**src/rtl/mul_seq_pkg.sv**
```systemverilog
// Shared types and widths for the sequential shift-and-add multiplier.
// Build option: MUL_SEQ_ZERO_SKIP_EN.
package mul_seq_pkg;

  localparam int A_W   = 4;
  localparam int B_W   = 3;
  localparam int RES_W = A_W + B_W;
  localparam int CNT_W = $clog2(B_W + 1);

  typedef enum logic [1:0] {
    IDLE = 2'd0,
    CALC = 2'd1,
    DONE = 2'd2
  } state_t;

endpackage

```
**src/rtl/mul_seq_add.sv**
```systemverilog
// W-bit ripple-carry adder, carry-in fixed at 0.
// Port-compatible with the team's 4-bit adder.
module mul_seq_add #(
  parameter int W = 4
) (
  input  logic [W-1:0] a,
  input  logic [W-1:0] b,
  output logic [W-1:0] s,
  output logic         co
);

  logic w_c;

  always_comb begin
    s   = '0;
    w_c = 1'b0;
    for (int i = 0; i < W; i++) begin
      s[i] = a[i] ^ b[i] ^ w_c;
      w_c  = (a[i] & b[i]) | (w_c & (a[i] ^ b[i]));
    end
    co = w_c;
  end

endmodule

```
**src/rtl/mul_seq_ctrl.sv**
```systemverilog
// Sequential A_W x B_W unsigned multiplier, one add per cycle.
// Build option: MUL_SEQ_ZERO_SKIP_EN (zero operands finish at once).
module mul_seq_ctrl
  import mul_seq_pkg::*;
(
  input  logic             clk,
  input  logic             rst_n,
  input  logic             start,
  input  logic [A_W-1:0]   a,
  input  logic [B_W-1:0]   b,
  output logic             busy,
  output logic             done,
  output logic [RES_W-1:0] res
);

  state_t           r_state;
  state_t           w_next;
  logic [A_W-1:0]   r_a;
  logic [RES_W:0]   r_p;
  logic [CNT_W-1:0] r_cnt;
  logic [RES_W-1:0] r_res;

  logic             w_accept;
  logic             w_skip;
  logic             w_last;
  logic [A_W-1:0]   w_acc;
  logic [A_W-1:0]   w_addend;
  logic [A_W-1:0]   w_sum;
  logic             w_co;
  logic [RES_W:0]   w_p_nxt;

  assign w_accept = start &&
                    (r_state == IDLE ||
                     r_state == DONE);

`ifdef MUL_SEQ_ZERO_SKIP_EN
  assign w_skip = (a == '0) || (b == '0);
`else
  assign w_skip = 1'b0;
`endif

  assign w_last   = (r_cnt == CNT_W'(B_W - 1));
  assign w_acc    = r_p[RES_W-1:B_W];
  assign w_addend = r_p[0] ? r_a : '0;

  mul_seq_add #(
    .W (A_W)
  ) u_add (
    .a  (w_acc),
    .b  (w_addend),
    .s  (w_sum),
    .co (w_co)
  );

  // Logical right shift of {carry, sum, low multiplier bits}
  assign w_p_nxt = {1'b0, w_co, w_sum, r_p[B_W-1:1]};

  always_comb begin
    w_next = r_state;
    unique case (r_state)
      IDLE: begin
        if (w_accept)
          w_next = w_skip ? DONE : CALC;
      end
      CALC: begin
        if (w_last)
          w_next = DONE;
      end
      DONE: begin
        if (w_accept)
          w_next = w_skip ? DONE : CALC;
        else
          w_next = IDLE;
      end
      default: w_next = IDLE;
    endcase
  end

  always_ff @(posedge clk) begin
    if (!rst_n) begin
      r_state <= IDLE;
      r_a     <= '0;
      r_p     <= '0;
      r_cnt   <= '0;
      r_res   <= '0;
    end else begin
      r_state <= w_next;
      if (w_accept) begin
        r_a   <= a;
        r_p   <= {{(A_W + 1){1'b0}}, b};
        r_cnt <= '0;
        if (w_skip)
          r_res <= '0;
      end else if (r_state == CALC) begin
        r_p   <= w_p_nxt;
        r_cnt <= r_cnt + 1'b1;
        if (w_last)
          r_res <= w_p_nxt[RES_W-1:0];
      end
    end
  end

  assign busy = (r_state == CALC);
  assign done = (r_state == DONE);
  assign res  = r_res;

endmodule

```
**config.mk**
```make
export PLATFORM = sky130hd
export DESIGN_NAME = mul_seq_ctrl
export DESIGN_NICKNAME = d
export VERILOG_FILES = /design/src/rtl/mul_seq_pkg.sv /design/src/rtl/mul_seq_add.sv /design/src/rtl/mul_seq_ctrl.sv
export SDC_FILE = /design/constraint.sdc
export NUM_CORES = 1
export LEC_CHECK = 0
export CAP_MARGIN = 15
export CORE_MARGIN = 10
export CORE_UTILIZATION = 31
export DETAILED_ROUTE_END_ITERATION = 8
export GPL_TIMING_DRIVEN = 0
export MAX_ROUTING_LAYER = met4
export SLEW_MARGIN = 0
export SYNTH_ARGS = -nofsm -noshare
export SYNTH_HDL_FRONTEND = slang
export SYNTH_SLANG_ARGS = --single-unit
```
**constraint.sdc**
```tcl
create_clock -name clk -period 5.2 [get_ports clk]
set_input_delay 0.78 -clock clk [delete_from_list [all_inputs] [get_ports clk]]
set_output_delay 0.78 -clock clk [all_outputs]
set_load 0.02 [all_outputs]
```
==> metrics.md <==
| Metric | Value |
|---|---|
| Sequential power share | 55.7% |
| Comb pwr share | 15.6% |
| Power Density | 263 nW/µm² |
| Post-CTS sizing | 0 |
| DR pass1 iterations | 4 |
| Routed length per instance | 11.9 µm |
| Die Ht | 76.2 µm |
| Clk buf depth | 2 |
| Final Wtd Congestion | 0.718 |
| Layout Nets | 138 |
| TritonCTS Buffers | 3 |
| # diodes | 0 |
| First-pass GRT wire length | 3440 µm |
| Setup WS post-layout | 2.68 ns |
| I/O Buffers | 18 |
| Area leader, netlist | dfxtp_1 |
| Clock Power Share | 28.7% |
| Fraction of layout cells with a size suffix above 1 | 16.4% |
| DR vias | 712 |
| Max-cap violation count | 0 |
| Post-Syn Nets | 115 |
| Status | complete, no violations |
| Clock-pin transition on the worst setup and hold timing paths | 0.12 ns |
| Endpoint type of the worst setup path | primary output |
| Total gr overflow | 0 |
| Syn. warnings | 0 |
| Syn Inst Count | 100 |
| Hold_buf cts | 0 |
| Root buffer cell | clkbuf_4 |
| Most common cell after layout, fill and taps aside | dfxtp_1 |
| CP Launch Type | flop |
| Htree depth | 1 |
| Internal cell power | 246 µW |
| Final instance area | 1250 µm² |
| Min-delay worst type | reg2reg |
| Die width | 76.2 µm |
| Final worst-path cycle share | 48.4% |
| Crit path arrival time | 1.74 ns |
| Fin Setup TNS | 0 ns |
| Sw frac | 25.3% |
| Worst Skew | 0.00344 ns |
| Initial antenna violation count | 0 |
| Final Critical Period | 2.52 ns |
| CTS tree | yes |
| Mapped Area | 980 µm² |
| Via-to-Cell Ratio | 4.29 |
| Slew HR | 85.3% |
| Mapped Avg Cell Area | 9.80 µm² |
| Largest net degree at the start of global routing | 13 |
| Max Slew Vio Count | 0 |
| Fmax | 0.398 GHz |
| Yosys top cell area share | 45.0% |
| Vias in the first global route | 723 |
| Final setup fails | 0 |
| RSZ-0062 raised after global routing | false |
| Netlist cell types | 27 |
| Clock Latency Late Sink | 0.31 ns |
| Placement Setup Slack | 3.02 ns |
| Final antenna-violating net count | 0 |
| FP Rows | 20 |
| P&R area growth vs syn | 27.7% |
| Critical path peak fanout | 10 |
| Post-route DRC | 0 |
| DP Wirelength | 1580 µm |
| Core Area | 3030 µm² |
| Final hold viol count | 0 |
| I/O pin total | 19 |
| Post-synthesis sequential area ratio | 45.0% |
| Slew @ Worst Pin | 0.220 ns |
| Initial Util | 32.4% |
| CTS sink cnt | 22 |
| Critical path type | reg2out |
| Initial DRC Count | 23 |
| Synth area leaders | dfxtp_1 (45%), fa_1 (6.1%), nand2_1 (4.6%) |
| Placed Area | 1210 µm² |
| Critical Path RT | 4.42 ns |
| Peak supply drop | 0.160 mV |
| Leak Pwr | 0.000448 µW |
| Final Routed Wirelength | 1980 µm |
| Number of post-CTS setup repair buffers | 0 |
| GR Util All Layers | 7.38% |
| Die ar. | 5810 µm² |
| Most frequent cells in the layout | dfxtp_1 (22), clkdlybuf4s50_1 (18), nand2_1 (12), nor2_1 (9), inv_1 (7) |
| NetSw | 83.4 µW |
| Yosys reg bits | 22 |
## through the flow
| stage | hold slack, ns | total power [µW] | std cells | utilization [%] |
|---|---|---|---|---|
| 2_1_floorplan | 0.432 | 221 | 100 | - |
| 5_1_grt | 0.488 | 349 | 166 | 41.3 |
| 3_5_place_dp | 0.451 | 240 | 162 | 40.1 |
| 6_report | 0.466 | 330 | 166 | 41.3 |
| 3_3_place_gp | 0.440 | 238 | 162 | 40.1 |
| 4_1_cts | 0.469 | 333 | 166 | 41.3 |
## cell families after synthesis
kind of cell / count (synthesis) / synth area share [%]
compound gates: 16 / 11.9
buf+inv: 12 / 8.56
xor+xnor: 1 / 0.894
mux: 4 / 4.09
flops: 22 / 45.0
fa+ha+maj: 5 / 8.68
simple gates: 40 / 20.9
## cell type report
cell class,instances,area [µm²]
repair buffers,18,180
fillers,314,1780
flip-flops and latches,22,440
inverters,8,32.5
plain buffers,4,51.3
well taps,44,55.1
multi-input cells,66,455
clock buffers,4,36.3
## power by group through the flow
stage | logic (µW) | clock network, µW | registers (µW)
floorplan | 34.1 | 0 | 187
detailed placement | 52.3 | 0 | 187
finish | 51.6 | 94.6 | 183
global placement | 51.5 | 0 | 187
global route | 57.4 | 106 | 185
CTS | 52.4 | 97.7 | 183
## worst paths after layout
| path | startpoint | to | slack (ns) | depth (start not counted) |
|---|---|---|---|---|
| setup reg to reg | r_p[0] | r_p[5] | 3.08 | 9 |
| setup / recovery | r_state[1] | busy | 2.68 | 4 |
| hold reg to reg | r_a[1] | r_a[1] | 0.47 | 2 |
| hold / removal | r_a[1] | r_a[1] | 0.47 | 2 |
## routing by layer
| metal | track usage (%) | vias up | routed length, µm |
|---|---|---|---|
| met1 | 8.21 | 327 | 893 |
| met5 | - | - | 0 |
| met2 | 11.6 | 12 | 993 |
| met4 | 3.35 | 0 | 30 |
| met3 | 2.59 | 2 | 57 |
| li1 | - | 371 | - |
## flip-flops by register name, summed over array words and instances, names as in the netlist
| name | cells |
|---|---|
| r_cnt | 2 |
| r_a | 4 |
| res | 7 |
| r_p | 7 |
| r_state | 2 |
## cell usage after synthesis (all sizes together)
master / count
nand2b: 2
nor3: 6
inv: 8
nor2: 12
and3b: 1
ha: 2
dfxtp: 22
and2: 4
a21oi: 5
o22ai: 3
and2b: 2
xnor2: 1
buf: 4
mux2i: 4
fa: 3
o21ai: 1
nand2: 13
a211oi: 7
## worst max-delay path, cell delays in order (launching register included)
cell and delay, ns:
dfxtp_1 0.33, nand2b_2 0.25, inv_4 0.12, buf_8 0.13
clkdlybuf4s50_1 0.60
Power figures use the tool's default switching activity.
